### config.mk
export PLATFORM = sky130hd
export DESIGN_NAME = noc_local_injector_flat
export DESIGN_NICKNAME = d
export VERILOG_FILES = /design/src/rtl/noc_inj_if.sv /design/src/rtl/noc_local_injector.sv /design/src/flat_wrapper.sv
export SDC_FILE = /design/constraint.sdc
export NUM_CORES = 1
export LEC_CHECK = 0
export CORE_MARGIN = 5
export CORE_UTILIZATION = 52
export CTS_CLUSTER_DIAMETER = 80
export CTS_CLUSTER_SIZE = 24
export DETAILED_ROUTE_END_ITERATION = 8
export PLACE_DENSITY = 0.8
export SLEW_MARGIN = 20
export SYNTH_ARGS = -nofsm -noshare
export SYNTH_HDL_FRONTEND = slang
export SYNTH_SLANG_ARGS = --single-unit
### constraint.sdc
create_clock -name clk -period 2.7 [get_ports clk]
set_input_delay 0.81 -clock clk [delete_from_list [all_inputs] [get_ports clk]]
set_output_delay 0.81 -clock clk [all_outputs]
set_load 0.01 [all_outputs]
### src/rtl/noc_inj_if.sv
// PE-side message handshake and router-side flit/credit signals of the local injector.
// slave: the injector's view. master: the PE/router side that drives it.
interface noc_inj_if #(
  parameter int MAX_LEN = 4
);
  logic                   pe_valid;
  logic                   pe_ready;
  logic [1:0]             pe_dest;
  logic [2:0]             pe_len;
  logic [8*MAX_LEN-1:0]   pe_data;
  logic [7:0]             flit_out;
  logic                   flit_write;
  logic                   credit_ret;
  logic                   busy;

  modport master (
    output pe_valid, pe_dest, pe_len, pe_data, credit_ret,
    input  pe_ready, flit_out, flit_write, busy
  );

  modport slave (
    input  pe_valid, pe_dest, pe_len, pe_data, credit_ret,
    output pe_ready, flit_out, flit_write, busy
  );
endinterface

### src/rtl/noc_local_injector.sv
// Local injector: serialises one PE message into a head flit plus payload
// flits for the router's local input FIFO, with credit-based flow control.
// Optional macro NOC_INJ_PARITY_EN appends an XOR parity flit to every packet.
//
// state  | meaning
// IDLE   | waiting for a PE handshake (pe_ready high)
// HEAD   | sending head flit once a credit is available
// BODY   | sending payload byte idx_q, stalls while credits are zero
// PARITY | (NOC_INJ_PARITY_EN only) sending XOR of head and payload bytes
module noc_local_injector #(
  parameter int NODE_ID = 0,
  parameter int MAX_LEN = 4,
  parameter int CREDITS = 4
) (
  input  logic       clk,
  input  logic       rst,
  noc_inj_if.slave   bus
);
  localparam int              CW       = $clog2(CREDITS + 1);
  localparam logic [CW-1:0]   CRED_MAX = CW'(CREDITS);
  localparam logic [2:0]      LEN_MAX  = 3'(MAX_LEN);
  localparam logic [1:0]      SRC      = 2'(NODE_ID);

`ifdef NOC_INJ_PARITY_EN
  typedef enum logic [1:0] {IDLE, HEAD, BODY, PARITY} state_t;
  localparam state_t END_STATE = PARITY;
`else
  typedef enum logic [1:0] {IDLE, HEAD, BODY} state_t;
  localparam state_t END_STATE = IDLE;
`endif

  state_t               state, state_nxt;
  logic [1:0]           dest_q;
  logic [2:0]           len_q;
  logic [2:0]           idx_q;
  logic [8*MAX_LEN-1:0] data_q;
  logic [CW-1:0]        credits_q;
  logic [7:0]           flit_q;
  logic                 write_q;
  logic [7:0]           par_q;
  logic                 handshake, has_credit, emit, last_byte;
  logic [7:0]           head_flit, cur_byte, flit_nxt;

  assign handshake  = bus.pe_valid && bus.pe_ready;
  assign has_credit = (credits_q != '0);
  assign head_flit  = {1'b1, len_q, dest_q, SRC};
  assign last_byte  = (idx_q == len_q - 3'd1);

  assign bus.pe_ready   = (state == IDLE) && rst;
  assign bus.busy       = (state != IDLE);
  assign bus.flit_out   = flit_q;
  assign bus.flit_write = write_q;

  // Select the payload byte addressed by idx_q.
  always_comb begin
    cur_byte = '0;
    for (int i = 0; i < MAX_LEN; i++)
      if (idx_q == 3'(i)) cur_byte = data_q[i*8 +: 8];
  end

  // Next-state and flit selection; a flit is emitted only when a credit is held.
  always_comb begin
    state_nxt = state;
    emit      = 1'b0;
    flit_nxt  = flit_q;
    case (state)
      IDLE: if (handshake) state_nxt = HEAD;
      HEAD: if (has_credit) begin
        emit      = 1'b1;
        flit_nxt  = head_flit;
        state_nxt = (len_q != 3'd0) ? BODY : END_STATE;
      end
      BODY: if (has_credit) begin
        emit     = 1'b1;
        flit_nxt = cur_byte;
        if (last_byte) state_nxt = END_STATE;
      end
`ifdef NOC_INJ_PARITY_EN
      PARITY: if (has_credit) begin
        emit      = 1'b1;
        flit_nxt  = par_q;
        state_nxt = IDLE;
      end
`endif
      default: state_nxt = IDLE;
    endcase
  end

  // State register.
  always_ff @(posedge clk or negedge rst) begin
    if (!rst) state <= IDLE;
    else      state <= state_nxt;
  end

  // Message latch, byte index, credit counter, parity and registered flit outputs.
  always_ff @(posedge clk or negedge rst) begin
    if (!rst) begin
      dest_q    <= '0;
      len_q     <= '0;
      data_q    <= '0;
      idx_q     <= '0;
      credits_q <= CRED_MAX;
      flit_q    <= '0;
      write_q   <= 1'b0;
      par_q     <= '0;
    end else begin
      write_q <= emit;
      flit_q  <= flit_nxt;
      if (handshake) begin
        dest_q <= bus.pe_dest;
        data_q <= bus.pe_data;
        len_q  <= (bus.pe_len > LEN_MAX) ? LEN_MAX : bus.pe_len;
      end
      if (emit && state == BODY)
        idx_q <= last_byte ? 3'd0 : idx_q + 3'd1;
      case ({emit, bus.credit_ret})
        2'b10:   credits_q <= credits_q - CW'(1);
        2'b01:   if (credits_q != CRED_MAX) credits_q <= credits_q + CW'(1);
        default: credits_q <= credits_q;
      endcase
      if (emit && state == HEAD)      par_q <= head_flit;
      else if (emit && state == BODY) par_q <= par_q ^ cur_byte;
    end
  end
endmodule

### src/flat_wrapper.sv
// flat-port wrapper written by rule: the top's interface ports become plain ports
module noc_local_injector_flat 
#(
  parameter int NODE_ID = 0,
  parameter int MAX_LEN = 4,
  parameter int CREDITS = 4
)
  (clk, rst, bus_pe_valid, bus_pe_dest, bus_pe_len, bus_pe_data, bus_credit_ret, bus_pe_ready, bus_flit_out, bus_flit_write, bus_busy);
  noc_inj_if #(.MAX_LEN(MAX_LEN)) bus_i ();
  input  logic clk;
  input  logic rst;
  input wire logic [$bits(bus_i.pe_valid)-1:0] bus_pe_valid;
  input wire logic [$bits(bus_i.pe_dest)-1:0] bus_pe_dest;
  input wire logic [$bits(bus_i.pe_len)-1:0] bus_pe_len;
  input wire logic [$bits(bus_i.pe_data)-1:0] bus_pe_data;
  input wire logic [$bits(bus_i.credit_ret)-1:0] bus_credit_ret;
  output wire logic [$bits(bus_i.pe_ready)-1:0] bus_pe_ready;
  output wire logic [$bits(bus_i.flit_out)-1:0] bus_flit_out;
  output wire logic [$bits(bus_i.flit_write)-1:0] bus_flit_write;
  output wire logic [$bits(bus_i.busy)-1:0] bus_busy;
  assign bus_i.pe_valid = bus_pe_valid;
  assign bus_i.pe_dest = bus_pe_dest;
  assign bus_i.pe_len = bus_pe_len;
  assign bus_i.pe_data = bus_pe_data;
  assign bus_i.credit_ret = bus_credit_ret;
  assign bus_pe_ready = bus_i.pe_ready;
  assign bus_flit_out = bus_i.flit_out;
  assign bus_flit_write = bus_i.flit_write;
  assign bus_busy = bus_i.busy;
  noc_local_injector #(.NODE_ID(NODE_ID), .MAX_LEN(MAX_LEN), .CREDITS(CREDITS)) u_core (.clk(clk), .rst(rst), .bus(bus_i));
endmodule
# Word level (Yosys, flattened, before mapping)
# Index checks and enable logic that the tools add are counted.
[totals] out_inout_bits=11 ff_bits=54 elab_cells=60 input_bits=41
[op_classes] addsub=4 reduce_logical=14 order_cmp=1 eq_ne=14 mux=19
[ops] operator="$mux 8" count=6
[ops] operator="$pmux 8 s2" count=1
[ops] operator="$mux 2" count=5
[ops] operator="$ne 2x1->1 const B" count=5
[ops] operator="$mux 3" count=3
[ops] operator="$add 3x1->3 const B" count=2
[ops] operator="$eq 3x2->1 const B" count=2
[ops] operator="$pmux 2 s3" count=1
[ops] operator="$pmux 3 s2" count=1
[ops] operator="$reduce_bool 2->1" count=3
[ops] operator="$reduce_bool 3->1" count=2
[ops] operator="$sub 3x1->3 const B" count=2
[ops] operator="$eq 2x1->1 const B" count=2
[ops] operator="$eq 2x2->1 const B" count=2
[ops] operator="$reduce_and 4->1" count=1
[ops] operator="$eq 3x1->1 const B" count=1
[ops] operator="$eq 3x3->1" count=1
[ops] operator="$gt 3x3->1 const B" count=1
[ops] operator="$logic_and 1x1->1" count=3
[ops] operator="$logic_not 3->1" count=1
[ops] operator="$ne 3x3->1 const B" count=1
[ops] operator="$reduce_and 3->1" count=1
[ops] operator="$logic_not 2->1" count=1
[ops] operator="$mux 1" count=2
[ops] operator="other kinds (2)" count=2

# Logic depth before layout (Yosys ltp)
# Gate-level depths: netlist (run 1).
[logic_depth] ltp_word=7 mapped_depth=10 ltp_nobuf=9

# Worst setup path after synthesis (run 1)
# Ideal clock, no wire load.
[synth_path] kind="reg-to-reg" from="reg u_core.state[0]" to="reg u_core.credits_q[1]" setup_ns=0.065 synth_period_minus_slack_ns=2.222 slack_ns=0.478 t_required_ns=2.635 stages_incl_launch_ff=10 t_arrival_ns=2.157 path_cell_list="dfrtp_1 -> inv_1 -> ha_1 -> clkbuf_1 -> and2_1 -> nand2b_1 -> fa_1 -> o21ai_0 -> a311oi_1 -> o22a_1"
[synth_between] elab_chain_len=6 word_cells_on_any_way=10 cone_classes="5 x eq/ne; 2 x mux; 3 x reduce/logical"
[synth_rtl] element="start, declared" line="noc_local_injector.sv:32" source="state_t state, state_nxt;"
[synth_rtl] element="start signal, assigned" line="noc_local_injector.sv:92" source="else state <= state_nxt;"
[synth_rtl] element="$eq 2x1->1 / $eq 2x2->1 (equally long branches)"
[synth_rtl] element="$reduce_or 2->1 (no line) (*)"
[synth_rtl] element="$mux 1 (*)"
[synth_rtl] element="via u_core.emit" line="noc_local_injector.sv:41" source="logic handshake, has_credit, emit, last_byte;"
[synth_rtl] element="$eq 2x1->1 / $eq 2x2->1 (equally long branches)" line="noc_local_injector.sv:116" source="case ({emit, bus.credit_ret})"
[synth_rtl] element="$ne 2x1->1 (no line) / $reduce_bool 2->1 (equally long branches)"
[synth_rtl] element="$reduce_and 2->1 (no line)"
[synth_rtl] element="end signal, assigned" line="noc_local_injector.sv:117" source="2'b10: credits_q <= credits_q - CW'(1);"
[synth_rtl] element="end signal, assigned" line="noc_local_injector.sv:118" source="2'b01: if (credits_q != CRED_MAX) credits_q <= credits_q + CW'(1);"
[synth_rtl] element="end signal, assigned" line="noc_local_injector.sv:119" source="default: credits_q <= credits_q;"
[synth_rtl] element="end, declared" line="noc_local_injector.sv:37" source="logic [CW-1:0] credits_q;"
# Mark *: on every way through the listed nets, which the timed path passes. The rest lies on a longest branch.
# A chain may end at the register's enable or synchronous reset.

# Final worst setup path (run 1)
[layout_path] from="reg u_core.state[0]" to="out bus_pe_ready"
[layout_between] elab_chain_len=2
[layout_rtl] element="$logic_not 2->1" line="noc_local_injector.sv:49" source="assign bus.pe_ready = (state == IDLE) && rst;"
[layout_rtl] element="$logic_and 1x1->1" line="noc_local_injector.sv:49"
[layout_rtl] element="end, declared" line="flat_wrapper.sv:17" source="output wire logic [$bits(bus_i.pe_ready)-1:0] bus_pe_ready;"
# Every way passes these cells.

==> summary.md, run 1 <==
| Metric | Value |
|---|---|
| Outcome | `complete, no violations` |
| Cells after Synth | `233` |
| GR Overflow Total | `0` |
| Post-synth cell types | `38` |
| Die Area | `6740 µm²` |
| Vias per Instance | `5.46` |
| Commonest non-fill, non-tap cells in the layout | `53 x dfrtp_1, 50 x clkdlybuf4s50_1, 35 x mux2_2` |
| Overall routed net length | `5600 µm` |
| Minimum clock period | `2550 ps` |
| Setup TNS | `0 ps` |
| First-pass GRT wire length | `9010 µm` |
| Final hold violation count | `0` |
| Root Buffer | `clkbuf_8` |
| RSZ-0062 raised after global routing | `no` |
| CTS tree | `yes` |
| Area of all placed cells without fillers | `3380 µm²` |
| Synth Area per Inst | `11.6 µm²` |
| Pleak | `1.43 nW` |
| # hold bufs at CTS | `0` |
| DRC Markers | `0` |
| Yosys reg bits | `54` |
| Fin. max-slew vios | `0` |
| CTS max path bufs | `2` |
| Top post-synthesis cells by area | `dfrtp_1 49%, mux2_2 15%, ha_1 5.1%` |
| Largest family of logic cells by synthesized area | `multiplexers` |
| Switching share of power | `0.362` |
| Dpl cell area | `3280 µm²` |
| Die height | `82.1 µm` |
| Largest net degree at the start of global routing | `55` |
| Post-CTS Repair Setup Buffers | `0` |
| Warnings from Yosys | `0` |
| Synth Area in Adders | `0.0583` |
| Internal | `0.00238 W` |
| XOR/XNOR Fraction of Synth Area | `0.0213` |
| Worst hold path stage count | `1` |
| Post-synthesis simple-gate area fraction | `0.0823` |
| Initial antenna violation count | `0` |
| Syn-to-layout area delta | `24.8%` |
| Clock Power Share | `0.125` |
| Synth Flop Type | `dfrtp_1` |
| DR vias | `1,944` |
| Die Wd | `82.1 µm` |
| Final Setup Violations | `0` |
| EDFF count, synth | `0` |
| Post-detail-place hpwl | `4180 µm` |
| Critical Path Start Type | `flop` |
| GRT Total Usage | `0.179` |
| Async set-reset flop share out of synthesis | `1.00` |
| I/O Buffers | `51` |
| Comb power frac | `0.473` |
| Synth top area share | `0.490` |
| Reg power frac | `0.402` |
| Max Cap Viol | `0` |
| Switch Pwr | `0.00135 W` |
| Biggest area consumer among synthesized cells | `dfrtp_1` |
| Clock tree sinks | `54` |
| Share of cells above drive strength 1 | `0.203` |
| Worst reg2reg path startpoint | `u_core.credits_q[1]` |
| Peak Freq | `0.392 GHz` |
| Reg2Reg Depth | `8` |
| WP data required | `1890 ps` |
| Row Count | `26` |
| GP Congestion | `0.792` |
| WHS Endpoint | `u_core.data_q[28]` |
| Filler instances | `433` |
| CP Data Arrival Time | `1740 ps` |
| Clk slew on worst S/H paths | `90 ps` |
| Wire length per cell | `15.7 µm` |
| Core area | `5070 µm²` |
| Crit Path Max Fanout | `3` |
| Clock skew | `8.16 ps` |
| Fin nets | `338` |
| Initial DRT Pass Iterations | `4` |
| Vias in the first global route | `1,911` |
| Syn nets | `286` |
| DR iter-0 viols | `116` |
| Setup crit end kind | `output port` |
| I/O pins | `52` |
| Mux cell area share after synthesis | `0.162` |
| Initial core utilization | `0.533` |
| Worst Hold Class | `reg -> reg` |
| Relative slew slack | `0.545` |
| Antenna cells | `0` |
| Detail Route Antenna Nets | `0` |
| Post-synthesis compound-gate area fraction | `0.142` |
| Post-Syn Area | `2710 µm²` |
| Critical path class | `reg -> out` |
| R2R Setup Slk | `370 ps` |
| Pwr dens | `1110 nW/µm²` |
| Cts bufs inserted | `5` |
| Post-CTS sizing | `0` |
| Register area share after synthesis | `0.500` |
| Worst hold start | `u_core.data_q[28]` |
| Final worst-path cycle share | `0.945` |
| Hold slack | `510 ps` |
| Worst-margin pin slew | `675 ps` |
| CTS H-tree depth | `2` |
| Reg2reg end | `u_core.credits_q[2]` |
| VDD IR max | `0.608 mV` |
| Clk Latency, worst-skew pair | `310 ps` |
| Leading cell type in the layout, fill and taps excluded | `dfrtp_1` |
## metrics by stage
| step | utilization | cells | total power, W | setup WS, ps |
|---|---|---|---|---|
| CTS | 0.665 | 356 | 0.00375 | 132 |
| global placement | 0.647 | 348 | 0.00321 | 258 |
| finish | 0.665 | 356 | 0.00373 | 148 |
| global route | 0.665 | 356 | 0.00401 | 54.4 |
| detailed placement | 0.647 | 348 | 0.00328 | 251 |
| floorplan | - | 233 | 0.00274 | 478 |
## cell usage after synthesis, types with 2 or more instances
library cell and n:
a32oi_1 2, o31ai_1 3, xor2_1 3, buf_2 2, clkbuf_1 8, o21ai_0 18, nor2_1 5, ha_1 11
and2_1 2, a211o_2 5, mux2i_1 3, dfrtp_1 53, nand3b_1 5, o21a_1 5, o22a_1 6, nand2_1 18
nand2b_1 3, mux2_2 35, nand3_1 4, a21oi_1 14, inv_1 11
## power by group through the flow
stage | clock [W] | sequential, W | combinational [W]
after floorplan | 0 | 0.00144 | 0.00129
after global placement | 0 | 0.00150 | 0.00171
after detailed placement | 0 | 0.00152 | 0.00177
after CTS | 0.000476 | 0.00150 | 0.00178
after global routing | 0.000505 | 0.00155 | 0.00196
final | 0.000467 | 0.00150 | 0.00176
## flip-flops by register name, summed over array words and instances, names as in the netlist
| register | cells |
|---|---|
| u_core.bus.flit_write | 1 |
| u_core.len_q | 3 |
| u_core.data_q | 32 |
| u_core.state | 2 |
| u_core.idx_q | 3 |
| u_core.credits_q | 3 |
| u_core.bus.flit_out | 8 |
| u_core.dest_q | 2 |
## kinds of logic (layout without fill, tap and decap cells)
family | Yosys count | in the layout
AO/OA/AOI/OAI | 58 | 58
flip-flops | 54 | 54
AND/OR/NAND/NOR | 43 | 43
multiplexers | 39 | 39
buffers and inverters | 22 | 75
adder cells (fa/ha/maj) | 12 | 12
XOR/XNOR | 5 | 5
## layout make-up
type	instances	area (µm²)	area share
Timing Repair Buffer	56	543	0.161
Clock buffer	7	86.3	0.0256
Inverter	11	41.3	0.0122
Multi-Input combinational cell	157	1260	0.373
Tap cell	70	87.6	0.0259
Clock inverter	1	5.00	0.00148
Sequential cell	54	1350	0.401
## worst max path at each step
stage / from / to / slack (ps)
final: u_core.state[0] / bus_pe_ready / 150
after floorplan: u_core.state[0] / u_core.credits_q[1] / 480
after global placement: rst / bus_pe_ready / 260
after global routing: u_core.state[1] / bus_pe_ready / 50
after CTS: u_core.state[0] / bus_pe_ready / 130
after detailed placement: rst / bus_pe_ready / 250
## critical path, stage by stage, from the launching register on
cell and delay [ps]:
dfrtp_1 410, inv_1 120, ha_1 210, and2_1 160, clkdlybuf4s50_1 540
## routing by layer
metal | up-vias | wire length, µm | GRT usage
met5 | - | 0 | 0
met4 | 0 | 36 | 0.0465
met3 | 4 | 291 | 0.0488
met2 | 52 | 2780 | 0.302
met1 | 956 | 2490 | 0.227
li1 | 932 | - | -
No activity file was read; power rests on OpenSTA's default activity.
==> inputs of run 2 (changes only) <==
--- a/config.mk
+++ b/config.mk
@@ -5,12 +5,14 @@
 export SDC_FILE = /design/constraint.sdc
 export NUM_CORES = 1
 export LEC_CHECK = 0
+export CAP_MARGIN = 20
 export CORE_MARGIN = 5
 export CORE_UTILIZATION = 52
 export CTS_CLUSTER_DIAMETER = 80
 export CTS_CLUSTER_SIZE = 24
 export DETAILED_ROUTE_END_ITERATION = 8
 export PLACE_DENSITY = 0.8
+export SETUP_SLACK_MARGIN = 0.2
 export SLEW_MARGIN = 20
 export SYNTH_ARGS = -nofsm -noshare
 export SYNTH_HDL_FRONTEND = slang
==> summary.md, run 2 (synthesis gave the netlist of run 1 again) <==
| Metric | Value |
|---|---|
| Leading cell type in the layout, fill and taps excluded | `dfrtp_1` |
| Peak Freq | `0.421 GHz` |
| Die Wd | `82.1 µm` |
| Worst stage delay on the critical path | `520 ps` |
| I/O Buffers | `51` |
| Wire length per cell | `15.7 µm` |
| Area of all placed cells without fillers | `3380 µm²` |
| Final hold violation count | `0` |
| Fin nets | `338` |
| Final worst-path cycle share | `0.879` |
| Fin. max-slew vios | `0` |
| Crit Path Max Fanout | `3` |
| Critical path's top delay family | `buffers and inverters` |
| GRT Total Usage | `0.179` |
| Clock tree sinks | `54` |
| Largest net degree at the start of global routing | `55` |
| Setup crit end kind | `output port` |
| Outcome | `complete, no violations` |
| Post-detail-place hpwl | `4180 µm` |
| CP Data Arrival Time | `1560 ps` |
| GP Congestion | `0.792` |
| Worst-margin pin slew | `660 ps` |
| VDD IR max | `0.609 mV` |
| Row Count | `26` |
| First-pass GRT wire length | `9030 µm` |
| WP data required | `1890 ps` |
| Dpl cell area | `3280 µm²` |
| Relative slew slack | `0.555` |
| Overall routed net length | `5600 µm` |
| Share of cells above drive strength 1 | `0.210` |
| Die Area | `6740 µm²` |
| Final Setup Violations | `0` |
| Max reg flops | `32` |
| Max Cap Viol | `0` |
| RSZ-0062 raised after global routing | `no` |
| DR iter-0 viols | `107` |
| CTS tree | `yes` |
| # hold bufs at CTS | `0` |
| CTS H-tree depth | `2` |
| Critical path buffers and inverters | `3` |
| Commonest non-fill, non-tap cells in the layout | `53 x dfrtp_1, 49 x clkdlybuf4s50_1, 35 x mux2_2` |
| DR vias | `1,946` |
| Pleak | `1.44 nW` |
| Initial antenna violation count | `0` |
| Critical path class | `reg -> out` |
| Clk Latency, worst-skew pair | `310 ps` |
| Initial core utilization | `0.533` |
| Most flop-heavy register | `u_core.data_q` |
| I/O pins | `52` |
| GR Overflow Total | `0` |
| Critical Path Most Common Cell | `inv_1` |
| Filler instances | `431` |
| Syn-to-layout area delta | `25.0%` |
| CTS max path bufs | `2` |
| Minimum clock period | `2370 ps` |
| Initial DRT Pass Iterations | `4` |
| CP max stage cell | `clkdlybuf4s50_1` |
| DRC Markers | `0` |
| Detail Route Antenna Nets | `0` |
| R2R Setup Slk | `380 ps` |
| Core area | `5070 µm²` |
| Vias per Instance | `5.47` |
| Critical Path Start Type | `flop` |
| Worst Hold Class | `reg -> reg` |
| Critical path cell sequence | `inv_1 -> ha_2 -> inv_1 -> clkdlybuf4s50_1` |
| Die height | `82.1 µm` |
| Vias in the first global route | `1,914` |
| Clock skew | `8.36 ps` |
| Setup TNS | `0 ps` |
| Cts bufs inserted | `5` |
| Pwr dens | `1100 nW/µm²` |
| Antenna cells | `0` |
| Clk slew on worst S/H paths | `90 ps` |
| Root Buffer | `clkbuf_8` |
run 2: cell count changes in the layout (fill, tap and decap cells not counted):
| cell | before | now |
|---|---|---|
| ha_1 | 11 | 10 |
| dlygate4sd2_1 | 0 | 1 |
| clkdlybuf4s50_1 | 50 | 49 |
| nor3b_2 | 0 | 1 |
| nor3b_1 | 1 | 0 |
| ha_2 | 0 | 1 |
run 2: stage by stage:
| stage | std cells | setup WS [ps] | hold WS (ps) | power, W | utilization |
|---|---|---|---|---|---|
| finish | 356 | 327 | 510 | 0.00374 | 0.666 |
| detailed placement | 348 | 251 | 491 | 0.00328 | 0.647 |
| global route | 356 | 232 | 531 | 0.00402 | 0.666 |
| global placement | 348 | 258 | 471 | 0.00321 | 0.647 |
| floorplan | 233 | 478 | 450 | 0.00274 | - |
| CTS | 356 | 304 | 513 | 0.00375 | 0.665 |
run 2: metal layers:
metal	part of all wire	wire length (µm)	vias to the layer above	track usage
li1	-	-	932	-
met1	0.44	2440	956	0.228
met2	0.50	2820	54	0.302
met3	0.053	296	4	0.0488
met4	0.0064	36	0	0.0465
met5	0	0	-	0
run 2: report_power, final:
part           switching [W]  total (W)  internal (W)
Combinational       0.000811    0.00177      0.000958
Clock               0.000259   0.000467      0.000208
Sequential          0.000282    0.00150       0.00122
Total                0.00135    0.00374       0.00238
run 2: final timing paths:
kind / start / to / depth (start not counted)
max: u_core.state[0] / bus_busy / 4
max reg2reg: u_core.credits_q[1] / u_core.credits_q[1] / 7
min reg2reg: u_core.data_q[28] / u_core.data_q[28] / 1
min: u_core.data_q[28] / u_core.data_q[28] / 1
max in group asynchronous: rst / u_core.bus.flit_out[4] / 2
min in group asynchronous: rst / u_core.data_q[3] / 2
run 2: layout make-up:
| class | instances | area [µm²] | share of cell area |
|---|---|---|---|
| Sequential cell | 54 | 1350 | 0.400 |
| Clock buffer | 7 | 86.3 | 0.0255 |
| Timing Repair Buffer | 56 | 542 | 0.160 |
| Multi-Input combinational cell | 157 | 1270 | 0.375 |
| Inverter | 11 | 41.3 | 0.0122 |
| Clock inverter | 1 | 5.00 | 0.00148 |
| Tap cell | 70 | 87.6 | 0.0259 |
run 2: worst register-to-register path: stages, from the launching register on:
cell      delay [ps]
dfrtp_1          470
or3_1            450
and2_1           200
nand2b_1         150
fa_1             500
o21ai_0           80
a311oi_1         250
o22a_1           160
run 2: repair_timing:
| item | in CTS | in global routing |
|---|---|---|
| cloned | 0 | 0 |
| buffers inserted | 0 | 0 |
| gates resized for setup | 2 | 1 |
| setup endpoints to repair | 1 | 1 |
